## config.mk

```make
export PLATFORM = sky130hd
export DESIGN_NAME = seq_mult
export DESIGN_NICKNAME = d
export VERILOG_FILES = /design/src/rtl/seq_mult.sv
export SDC_FILE = /design/constraint.sdc
export NUM_CORES = 1
export LEC_CHECK = 0
export BUFFER_PORTS_ARGS = -buffer_cell sky130_fd_sc_hd__buf_2
export CAP_MARGIN = 20
export CORE_AREA = 2 2 98 100
export CTS_CLUSTER_DIAMETER = 200
export DETAILED_ROUTE_END_ITERATION = 7
export DIE_AREA = 0 0 100 102
export GPL_TIMING_DRIVEN = 0
export PLACE_DENSITY = 0.95
export SLEW_MARGIN = 20
export SYNTH_ARGS = -nofsm -noshare
export SYNTH_HDL_FRONTEND = slang
export SYNTH_SLANG_ARGS = --single-unit
```

## constraint.sdc

```tcl
create_clock -name clk -period 6.2 [get_ports clk]
set_input_delay 0.62 -clock clk [delete_from_list [all_inputs] [get_ports clk]]
set_output_delay 0.62 -clock clk [all_outputs]
set_load 0.1 [all_outputs]
```

## src/rtl/seq_mult.sv

```systemverilog
// Multi-cycle shift-add multiplier with per-operation signed/unsigned mode.
// Operands are latched as magnitudes; the sign is applied on completion.
module seq_mult #(
  parameter  int WIDTH = 16,
  localparam int CNT_W = $clog2(WIDTH + 1)
) (
  input  logic               clk,
  input  logic               rst_n,
  input  logic               start,
  input  logic               is_signed,
  input  logic [WIDTH-1:0]   multiplier,
  input  logic [WIDTH-1:0]   multiplicand,
  output logic               busy,
  output logic               done,
  output logic [2*WIDTH-1:0] product
);

  typedef enum logic [1:0] {
    S_IDLE,
    S_RUN,
    S_DONE
  } state_t;

  state_t             state_q, state_d;
  logic [2*WIDTH-1:0] acc_q, acc_d;
  logic [WIDTH-1:0]   mcd_q, mcd_d;
  logic               neg_q, neg_d;
  logic [CNT_W-1:0]   cnt_q, cnt_d;
  logic [2*WIDTH-1:0] prod_q, prod_d;

  logic               a_neg;
  logic               b_neg;
  logic [WIDTH-1:0]   mag_a;
  logic [WIDTH-1:0]   mag_b;
  logic [WIDTH-1:0]   addend;
  logic [WIDTH:0]     sum;

  // -2^(W-1) negates to itself, which reads correctly as unsigned 2^(W-1)
  assign a_neg = is_signed & multiplier[WIDTH-1];
  assign b_neg = is_signed & multiplicand[WIDTH-1];
  assign mag_a = a_neg ? (~multiplier + WIDTH'(1))
                       : multiplier;
  assign mag_b = b_neg ? (~multiplicand + WIDTH'(1))
                       : multiplicand;

  // Low half of acc holds the shifting multiplier
  assign addend = acc_q[0] ? mcd_q : '0;
  assign sum    = {1'b0, acc_q[2*WIDTH-1:WIDTH]}
                + {1'b0, addend};

  always_comb begin
    state_d = state_q;
    acc_d   = acc_q;
    mcd_d   = mcd_q;
    neg_d   = neg_q;
    cnt_d   = cnt_q;
    prod_d  = prod_q;
    unique case (state_q)
      S_IDLE: begin
        if (start) begin
          state_d = S_RUN;
          acc_d   = {{WIDTH{1'b0}}, mag_a};
          mcd_d   = mag_b;
          neg_d   = a_neg ^ b_neg;
          cnt_d   = '0;
        end
      end
      S_RUN: begin
        if (cnt_q == CNT_W'(WIDTH)) begin
          state_d = S_DONE;
          prod_d  = neg_q ? (~acc_q + (2*WIDTH)'(1))
                          : acc_q;
        end else begin
          acc_d = {sum, acc_q[WIDTH-1:1]};
          cnt_d = cnt_q + CNT_W'(1);
        end
      end
      S_DONE: begin
        state_d = S_IDLE;
      end
      default: begin
        state_d = S_IDLE;
      end
    endcase
  end

  always_ff @(posedge clk or negedge rst_n) begin
    if (!rst_n) begin
      state_q <= S_IDLE;
      acc_q   <= '0;
      mcd_q   <= '0;
      neg_q   <= 1'b0;
      cnt_q   <= '0;
      prod_q  <= '0;
    end else begin
      state_q <= state_d;
      acc_q   <= acc_d;
      mcd_q   <= mcd_d;
      neg_q   <= neg_d;
      cnt_q   <= cnt_d;
      prod_q  <= prod_d;
    end
  end

  assign busy    = (state_q != S_IDLE);
  assign done    = (state_q == S_DONE);
  assign product = prod_q;

endmodule
```

==> impl_metrics.toml, run 1 <==
[outcome]
outcome = "finished clean"

[power]
worst_ir_drop_vdd_v = 0.000333
total_leakage_power_nw = 2.90
power_density_nw_per_um2 = 574
finalPower_w = 0.00370

[synth]
syn_nets = 722
synth_cell_type_count = 60
post-synth-top-count-cell = "sky130_fd_sc_hd__nand2_1"
synthesis.area_um2 = 5730
yosys_warnings = 0
yosys_most_used_dff = "sky130_fd_sc_hd__dfrtp_1"
yosys.area.top_type_share = 0.384
synth_common_cells = "92 x sky130_fd_sc_hd__nand2_1, 88 x sky130_fd_sc_hd__dfrtp_1, 65 x sky130_fd_sc_hd__o21ai_0"
synth_seq_cells = 88
syn_area_per_cell_um2 = 8.63
number_of_flops_mapped_to_enable_cells_by_yosys = 0
postSynth.asyncResetShare = 1.00
syn-instance-count = 664
synth_seq_area_share = 0.384
ys_top_cells_by_area = "sky130_fd_sc_hd__dfrtp_1 38%, sky130_fd_sc_hd__xor2_1 6.9%, sky130_fd_sc_hd__nand2_1 6.0%"
synth_top_area_cell = "sky130_fd_sc_hd__dfrtp_1"

[detailed_routing]
detailedRoute.firstPassIterationCount = 5
routed_wire_length_per_instance_um = 17.3
drc_errors = 0
drtIter0Drc = 452
drt.antenna.violating_nets = 0
via_count = 5472
routed_via_density = 6.36
drt_wl_total_mm = 14.9

[sta]
finalSetupViolCount = 0
maxClockFrequency_ghz = 0.340
min_period_over_period = 0.475
maxSlewHeadroom = 0.462
worst-slew-pin-transition_ns = 0.805
fin_tns_setup_ns = 0
clk_skew_ns = 0.0217
timing_max_transition_violations_final = 0
post-route-min-period_ns = 2.94
grt_setup_unrepaired = "false"
report.final.hold_viol_count = 0

[critical_path]
timing.critical_path.arrival_ns = 3.15
reg2regPathDepth = 10
worst_setup_path_start_kind = "flip-flop"
cp_data_required_time_ns = 6.40
critical_path.reg2reg.endpoint = "acc_q[25]"
worst_path_max_delay_cell = "sky130_fd_sc_hd__dfrtp_1"
critical_path.n_buffers_inverters = 2
critPathTopFamily = "compound AO/OA/AOI/OAI gates"
timing.critical_path.to_type = "flip-flop"
timing.critical_path.fanout_max = 10
path_cells = "clkbuf_1, and2_1, ha_1, inv_1, fa_1, nor2b_1, o31a_1, o311a_1, mux2i_1, a31oi_1"
rr_startpoint = "acc_q[0]"
critPathMaxStageDelay_ns = 0.52
worst-r2r-setup-slack_ns = 3.26
timing.setup.critical_path_class = "flip-flop to flip-flop"

[layout]
num-nets-final = 803
layout-area-overhead-vs-synth_pct = 12.4
antenna_cells_inserted = 0
n_fill_cell = 725
drive_gt1_frac = 0.143

[global_routing]
wire_length_of_the_first_global_routing_pass_mm = 24.5
gr-total-overflow = 0
grt_start_max_net_pins = 52
grt_pass1_vias = 5283
global_route.usage.total = 0.301
grt_antenna_before_repair = 0

[cts]
tritoncts = "yes"
cts_inserted_buffers = 9
clock_sink_count = 88
clock_transition_at_path_regs_ns = 0.11
post_cts_hold_buffer_count = 0
htree_levels = 3
clk_path_buf_depth = 2
clock_root_buffer_master = "sky130_fd_sc_hd__clkbuf_8"
cts.repair.resized = 0
clk_latency_ns = 0.38
post_cts.repair.setup_buffers = 0

[die]
rows = 35
die_height_um = 102
die_width_um = 100
design.die.area_um2 = 10200
design.portCount = 70
initial_utilization = 0.629
placeableCoreArea_um2 = 9110

[place]
dp.final_hpwl_mm = 11.4
place.port_buffers = 69
place.gp.congestion = 0.931

[run]
maximum_capacitance_violations = 0

[min_path]
hold_path.class = "input port to async pin"
[worst register-to-register path, cell delays in order, from the launching register on]
cell and delay, ns:
sky130_fd_sc_hd__dfrtp_1 0.52, sky130_fd_sc_hd__clkbuf_1 0.30, sky130_fd_sc_hd__and2_1 0.21, sky130_fd_sc_hd__ha_1 0.22, sky130_fd_sc_hd__inv_1 0.08, sky130_fd_sc_hd__fa_1 0.37
sky130_fd_sc_hd__nor2b_1 0.23, sky130_fd_sc_hd__o31a_1 0.29, sky130_fd_sc_hd__o311a_1 0.25, sky130_fd_sc_hd__mux2i_1 0.20, sky130_fd_sc_hd__a31oi_1 0.11
[power by group]
| group | total [W] | internal (W) | switching [W] |
|---|---|---|---|
| clock network | 0.000399 | 0.000158 | 0.000240 |
| logic | 0.00220 | 0.000649 | 0.00155 |
| registers | 0.00109 | 0.000830 | 0.000265 |
[cells in the final DEF (no fill, tap or decap), types with 6 or more instances in the layout]
cell type / n
sky130_fd_sc_hd__nand3_1: 19
sky130_fd_sc_hd__xnor2_1: 12
sky130_fd_sc_hd__clkbuf_1: 30
sky130_fd_sc_hd__a21oi_1: 29
sky130_fd_sc_hd__nor3_1: 13
sky130_fd_sc_hd__nand2_1: 92
sky130_fd_sc_hd__nor2b_1: 6
sky130_fd_sc_hd__or3_1: 11
sky130_fd_sc_hd__nand4_1: 7
sky130_fd_sc_hd__buf_2: 68
sky130_fd_sc_hd__dfrtp_1: 88
sky130_fd_sc_hd__o21ai_0: 65
sky130_fd_sc_hd__a31oi_1: 10
sky130_fd_sc_hd__inv_1: 19
sky130_fd_sc_hd__o31ai_1: 19
sky130_fd_sc_hd__o211ai_1: 8
sky130_fd_sc_hd__ha_1: 21
sky130_fd_sc_hd__o21a_1: 7
sky130_fd_sc_hd__clkbuf_8: 9
sky130_fd_sc_hd__nor2_1: 40
sky130_fd_sc_hd__xor2_1: 45
sky130_fd_sc_hd__o41ai_1: 11
sky130_fd_sc_hd__and3_1: 6
sky130_fd_sc_hd__o41ai_2: 6
sky130_fd_sc_hd__and2_1: 16
sky130_fd_sc_hd__o21ai_1: 19
[per-layer routing]
layer | GRT usage | up-vias | wire [um]
met5 | 0 | - | 0
met4 | 0.112 | 0 | 269
met3 | 0.0267 | 30 | 988
met2 | 0.523 | 251 | 7290
met1 | 0.397 | 2623 | 6320
li1 | - | 2568 | -
[metrics by stage]
stage                     std cells  utilization  worst slack, ns  cell area [um2]  hold slack, ns
final                           861        0.707             3.26             6440           0.204
after global routing            861        0.707             3.03             6440           0.259
after CTS                       861        0.707             3.25             6440           0.232
after detailed placement        845        0.685             3.34             6240           0.465
after global placement          844        0.682             3.50             6210           0.456
after floorplan                 664            -             3.84             5730           0.324
[flip-flops by register name (all words and copies together) (netlist names)]
name and cells:
acc_q 32, cnt_q 5, mcd_q 16, neg_q 1, product 32, state_q 2
[final cells by class]
| class | instances | area (um2) | area share |
|---|---|---|---|
| buffer | 35 | 150 | 0.0233 |
| clock buffer | 9 | 124 | 0.0192 |
| clock inverter | 7 | 71.3 | 0.0111 |
| inverter | 20 | 75.1 | 0.0117 |
| multi-input combinational | 521 | 3300 | 0.513 |
| sequential | 88 | 2200 | 0.342 |
| tap | 111 | 139 | 0.0216 |
| timing repair buffer | 70 | 375 | 0.0583 |
[cell families after synthesis]
logic type / count (synthesis) / synth area share
AO/OA/AOI/OAI: 202 / 0.230
flip-flops: 88 / 0.384
adder cells (fa/ha/maj): 22 / 0.0494
multiplexers: 2 / 0.00350
buffers and inverters: 55 / 0.0393
XOR/XNOR: 57 / 0.0872
AND/OR/NAND/NOR: 238 / 0.206
[worst max-delay path by stage]
stage / slack, ns / to / start / cells past startpoint
2_1_floorplan: 3.84 / done / state_q[0] / 1
3_3_place_gp: 3.50 / acc_q[25] / acc_q[0] / 10
3_5_place_dp: 3.34 / acc_q[25] / acc_q[0] / 10
4_1_cts: 3.25 / acc_q[30] / acc_q[0] / 9
5_1_grt: 3.03 / acc_q[25] / acc_q[0] / 10
6_report: 3.26 / acc_q[25] / acc_q[0] / 10
No activity file was read; power rests on OpenSTA's default activity.
==> inputs of run 2 (changes only) <==
--- a/config.mk
+++ b/config.mk
@@ -5,14 +5,15 @@
 export SDC_FILE = /design/constraint.sdc
 export NUM_CORES = 1
 export LEC_CHECK = 0
+export ABC_AREA = 1
 export BUFFER_PORTS_ARGS = -buffer_cell sky130_fd_sc_hd__buf_2
 export CAP_MARGIN = 20
-export CORE_AREA = 2 2 98 100
+export CORE_AREA = 2 2 106 108
 export CTS_CLUSTER_DIAMETER = 200
 export DETAILED_ROUTE_END_ITERATION = 7
-export DIE_AREA = 0 0 100 102
+export DIE_AREA = 0 0 108 110
 export GPL_TIMING_DRIVEN = 0
-export PLACE_DENSITY = 0.95
+export PLACE_DENSITY = 0.9
 export SLEW_MARGIN = 20
 export SYNTH_ARGS = -nofsm -noshare
 export SYNTH_HDL_FRONTEND = slang
==> constraint.sdc (replaced) <==
create_clock -name clk -period 2.79 [get_ports clk]
set_input_delay 0.279 -clock clk [delete_from_list [all_inputs] [get_ports clk]]
set_output_delay 0.279 -clock clk [all_outputs]
set_load 0.1 [all_outputs]
==> impl_metrics.toml, run 2 <==
[outcome]
outcome = "finished clean"

[synth]
ys_top_cells_by_area = "sky130_fd_sc_hd__dfrtp_1 35%, sky130_fd_sc_hd__nand2_1 20%, sky130_fd_sc_hd__nand3_1 8.9%"
synth_seq_cells = 88
syn_area_per_cell_um2 = 6.61
syn-instance-count = 956
yosys_most_used_dff = "sky130_fd_sc_hd__dfrtp_1"
yosys.area.top_type_share = 0.348
synthesis.area_um2 = 6320
synth_seq_area_share = 0.348
synth_cell_type_count = 39
synth_common_cells = "332 x sky130_fd_sc_hd__nand2_1, 119 x sky130_fd_sc_hd__inv_1, 112 x sky130_fd_sc_hd__nand3_1"
post-synth-top-count-cell = "sky130_fd_sc_hd__nand2_1"
number_of_flops_mapped_to_enable_cells_by_yosys = 0
yosys_warnings = 0
syn_nets = 1014
postSynth.asyncResetShare = 1.00
synth_top_area_cell = "sky130_fd_sc_hd__dfrtp_1"

[sta]
min_period_over_period = 0.862
maxClockFrequency_ghz = 0.416
fin_tns_setup_ns = 0
report.final.hold_viol_count = 0
post-route-min-period_ns = 2.41
clk_skew_ns = 0.0162
finalSetupViolCount = 0
timing_max_transition_violations_final = 0
grt_setup_unrepaired = "false"
worst-slew-pin-transition_ns = 0.561
maxSlewHeadroom = 0.622
hold_ws_ns = 0.176

[global_routing]
wire_length_of_the_first_global_routing_pass_mm = 26.4
grt_antenna_before_repair = 0
grt_start_max_net_pins = 63
global_route.usage.total = 0.281
gr-total-overflow = 0
grt_pass1_vias = 5885

[run]
maximum_capacitance_violations = 0

[critical_path]
worst_path_max_delay_cell = "sky130_fd_sc_hd__dfrtp_1"
startpoint = "acc_q[0]"
timing.critical_path.arrival_ns = 2.67
cp_common_cell = "sky130_fd_sc_hd__nand3_1"
worst-r2r-setup-slack_ns = 0.38
path_cells = "buf_6, clkbuf_1, nand2_1, inv_1, ha_1, inv_1, fa_1, inv_1, nand3_1, nand3_1, nand3_1, nand3_1, nand2_1, nand3_1, nand2_1"
timing.critical_path.to_type = "flip-flop"
cp_data_required_time_ns = 3.05
rr_startpoint = "acc_q[0]"
worst_setup_path_start_kind = "flip-flop"
end_point_of_the_critical_path = "acc_q[27]"
critical_path.reg2reg.endpoint = "acc_q[27]"
critPathMaxStageDelay_ns = 0.35
reg2regPathDepth = 15
timing.critical_path.fanout_max = 10
timing.setup.critical_path_class = "flip-flop to flip-flop"

[min_path]
worst_hold_startpoint = "multiplicand[15]"
hold_path.class = "input port to flip-flop"

[detailed_routing]
via_count = 6331
routed_wire_length_per_instance_um = 13.0
drt.antenna.violating_nets = 0
wirelength_met1_mm = 7.13
wl_met3_mm = 1.07
detailedRoute.firstPassIterationCount = 5
met2RoutedLength_mm = 6.91
topRoutingLayerUsed = "met4"
drtIter0Drc = 576
drc_errors = 0
routed_via_density = 5.35
drt_wl_total_mm = 15.4

[cts]
clk_path_buf_depth = 2
tritoncts = "yes"
htree_levels = 3
clock_transition_at_path_regs_ns = 0.08
cts_inserted_buffers = 9
clock_sink_count = 88
clk_latency_ns = 0.37
clock_root_buffer_master = "sky130_fd_sc_hd__clkbuf_8"

[layout]
layout-area-overhead-vs-synth_pct = 11.5
num-nets-final = 1096
mostFrequentLayoutCell = "sky130_fd_sc_hd__nand2_1"
finalCoreUtilization = 0.659
design_area_um2 = 7050
multi_input_area_um2 = 3500
final_cell_mix = "332 x sky130_fd_sc_hd__nand2_1, 119 x sky130_fd_sc_hd__inv_1, 112 x sky130_fd_sc_hd__nand3_1"
register_area_um2 = 2200
n_fill_cell = 983
antenna_cells_inserted = 0
drive_gt1_frac = 0.130

[die]
design.die.area_um2 = 11900
initial_utilization = 0.591
rows = 38
placeableCoreArea_um2 = 10700
design.portCount = 70
die_width_um = 108
die_height_um = 110

[place]
place.gp.congestion = 0.974
dp.final_hpwl_mm = 12.0
place_area_um2 = 6870
place.port_buffers = 69
run 2: changes by cell type in the layout (fill, tap and decap cells not counted), moves of 11 or more:
cell / delta
sky130_fd_sc_hd__or3_1: -11
sky130_fd_sc_hd__o41ai_1: -11
sky130_fd_sc_hd__a21oi_2: +11
sky130_fd_sc_hd__o31ai_1: -19
sky130_fd_sc_hd__buf_2: +16
sky130_fd_sc_hd__clkbuf_1: -24
sky130_fd_sc_hd__nand2_1: +240
sky130_fd_sc_hd__o21ai_0: -15
sky130_fd_sc_hd__xor2_1: -29
sky130_fd_sc_hd__inv_1: +100
sky130_fd_sc_hd__nand3_1: +93
sky130_fd_sc_hd__nor2_1: +41
sky130_fd_sc_hd__and2_1: -12
run 2: metrics by stage:
| stage | cells | setup WS (ns) |
|---|---|---|
| after floorplan | 956 | 0.721 |
| after global placement | 1165 | 0.458 |
| after detailed placement | 1166 | 0.406 |
| after CTS | 1183 | 0.375 |
| after global routing | 1183 | 0.0824 |
| final | 1183 | 0.384 |
run 2: per-layer routing:
metal  vias up  track usage
met1      2841        0.379
met4         0       0.0769
li1       3225            -
met5         -            0
met3        30       0.0576
met2       235        0.465
run 2: worst min-delay path by stage:
stage	cells past startpoint	end
finish	3	mcd_q[15]
global route	3	mcd_q[15]
CTS	3	mcd_q[15]
detailed placement	1	state_q[0]
global placement	2	product[28]
floorplan	0	acc_q[0]
run 2: cells by family after synthesis:
kind of cell             after synthesis  synth area share
flip-flops                            88             0.348
adder cells (fa/ha/maj)               22            0.0447
AO/OA/AOI/OAI                        110            0.0996
buffers and inverters                151            0.0984
XOR/XNOR                              18            0.0249
AND/OR/NAND/NOR                      567             0.384
run 2: layout make-up:
type / count / area share
clock buffers: 12 / 0.0192
well taps: 140 / 0.0249
clock inverters: 4 / 0.00408
inverters: 127 / 0.0684
flip-flops and latches: 88 / 0.313
plain buffers: 24 / 0.0199
repair buffers: 71 / 0.0547
multi-input cells: 717 / 0.496
run 2: critical path, delay by kind of cell, from the launching register on:
family / cells / cell delay (ns)
AND/OR/NAND/NOR: 8 / 0.72
buffers and inverters: 5 / 0.72
adder cells (fa/ha/maj): 2 / 0.51
flip-flops: 1 / 0.35
run 2: timing repair:
action	CTS	global route
hold buffers	1	0
gates resized for setup	0	0
setup buffers	0	0
endpoints found under the hold margin	26	0
Power of run 2 is not shown: default switching activity piles up to over one toggle a cycle in this logic, so the estimate is an artifact.
==> inputs of run 3 (changes only) <==
==> constraint.sdc (replaced) <==
create_clock -name clk -period 2.79 [get_ports clk]
set_input_delay 0.837 -clock clk [delete_from_list [all_inputs] [get_ports clk]]
set_output_delay 0.837 -clock clk [all_outputs]
set_load 0.1 [all_outputs]
==> impl_metrics.toml, run 3 (synthesis gave the netlist of run 2 again) <==
[layout]
mostFrequentLayoutCell = "sky130_fd_sc_hd__nand2_1"
layout-area-overhead-vs-synth_pct = 11.3
drive_gt1_frac = 0.131
antenna_cells_inserted = 0
num-nets-final = 1095
final_cell_mix = "332 x sky130_fd_sc_hd__nand2_1, 119 x sky130_fd_sc_hd__inv_1, 112 x sky130_fd_sc_hd__nand3_1"
finalCoreUtilization = 0.658
n_fill_cell = 984

[cts]
clock_sink_count = 88
tritoncts = "yes"
cts_inserted_buffers = 9
post_cts_hold_buffer_count = 0
cts.repair.resized = 0
clk_path_buf_depth = 2
post_cts.repair.setup_buffers = 0
htree_levels = 3
clock_transition_at_path_regs_ns = 0.09
clk_latency_ns = 0.38
clock_root_buffer_master = "sky130_fd_sc_hd__clkbuf_8"

[sta]
grt_setup_unrepaired = "false"
maxSlewHeadroom = 0.622
finalSetupViolCount = 0
post-route-min-period_ns = 2.41
timing_max_transition_violations_final = 0
maxClockFrequency_ghz = 0.414
report.final.hold_viol_count = 0
fin_tns_setup_ns = 0
min_period_over_period = 0.865
worst-slew-pin-transition_ns = 0.561
clk_skew_ns = 0.0170

[die]
placeableCoreArea_um2 = 10700
rows = 38
design.portCount = 70
die_height_um = 110
initial_utilization = 0.591
design.die.area_um2 = 11900
die_width_um = 108

[global_routing]
grt_pass1_vias = 5876
global_route.usage.met1 = 0.379
global_route_track_usage_on_met2 = 0.464
grt_antenna_before_repair = 0
grt_start_max_net_pins = 63
gr-total-overflow = 0
top_usage_layer = "met2"
wire_length_of_the_first_global_routing_pass_mm = 26.4
global_route.usage.total = 0.281
met3_track_demand_over_resource = 0.0576

[detailed_routing]
drc_errors = 0
detailedRoute.firstPassIterationCount = 6
drtIter0Drc = 514
drt_wl_total_mm = 15.3
routed_wire_length_per_instance_um = 13.0
routed_via_density = 5.34
drt.antenna.violating_nets = 0
via_count = 6309

[min_path]
hold_path.class = "input port to async pin"

[critical_path]
timing.critical_path.arrival_ns = 2.68
timing.critical_path.to_type = "flip-flop"
timing.setup.critical_path_class = "flip-flop to flip-flop"
timing.critical_path.fanout_max = 10
worst_setup_path_start_kind = "flip-flop"
cp_data_required_time_ns = 3.05

[place]
dp.final_hpwl_mm = 12.0
place.gp.congestion = 0.974
place.port_buffers = 69

[run]
maximum_capacitance_violations = 0

[outcome]
outcome = "finished clean"
run 3: cell types whose count changed in the layout (fill, tap and decap cells not counted):
| cell | delta |
|---|---|
| sky130_fd_sc_hd__dlygate4sd3_1 | -1 |
run 3: layer usage:
layer | share of wire | routed length, um | up-vias
li1 | - | - | 3220
met1 | 0.46 | 7100 | 2821
met2 | 0.45 | 6870 | 235
met3 | 0.071 | 1090 | 33
met4 | 0.019 | 289 | 0
met5 | 0 | 0 | -
run 3: layout make-up:
type	count	area (um2)	share of cell area
inverter	127	482	0.0685
clock buffer	12	135	0.0192
timing repair buffer	70	375	0.0534
sequential	88	2200	0.313
multi-input combinational	717	3500	0.497
buffer	24	140	0.0199
clock inverter	4	28.8	0.00409
tap	140	175	0.0249
run 3: final timing paths:
| check | start | to | slack (ns) | depth (start not counted) |
|---|---|---|---|---|
| max | acc_q[0] | acc_q[27] | 0.38 | 15 |
| min | rst_n | state_q[0] | 0.36 | 1 |
| max reg2reg | acc_q[0] | acc_q[27] | 0.38 | 15 |
| min reg2reg | product[29] | product[29] | 0.48 | 2 |
| max in group asynchronous | rst_n | product[31] | 1.82 | 2 |
| min in group clk | product[29] | product[29] | 0.48 | 2 |
run 3: through the flow:
stage | hold WS, ns | area, um2 | instances | setup slack (ns)
4_1_cts | 0.364 | 7040 | 1182 | 0.375
5_1_grt | 0.365 | 7040 | 1182 | 0.0824
3_3_place_gp | 0.459 | 6840 | 1165 | 0.175
2_1_floorplan | 0.449 | 6320 | 956 | 0.206
6_report | 0.357 | 7040 | 1182 | 0.376
3_5_place_dp | 0.462 | 6870 | 1166 | 0.406
run 3: worst max-delay path, cell delays in order, from the launching register on:
cell	delay, ns
sky130_fd_sc_hd__dfrtp_1	0.35
sky130_fd_sc_hd__buf_6	0.13
sky130_fd_sc_hd__clkbuf_1	0.31
sky130_fd_sc_hd__nand2_1	0.10
sky130_fd_sc_hd__inv_1	0.09
sky130_fd_sc_hd__ha_1	0.16
sky130_fd_sc_hd__inv_1	0.05
sky130_fd_sc_hd__fa_1	0.35
sky130_fd_sc_hd__inv_1	0.14
sky130_fd_sc_hd__nand3_1	0.08
sky130_fd_sc_hd__nand3_1	0.14
sky130_fd_sc_hd__nand3_1	0.12
sky130_fd_sc_hd__nand3_1	0.11
sky130_fd_sc_hd__nand2_1	0.06
sky130_fd_sc_hd__nand3_1	0.06
sky130_fd_sc_hd__nand2_1	0.05
Power of run 3 is left out for the same reason.
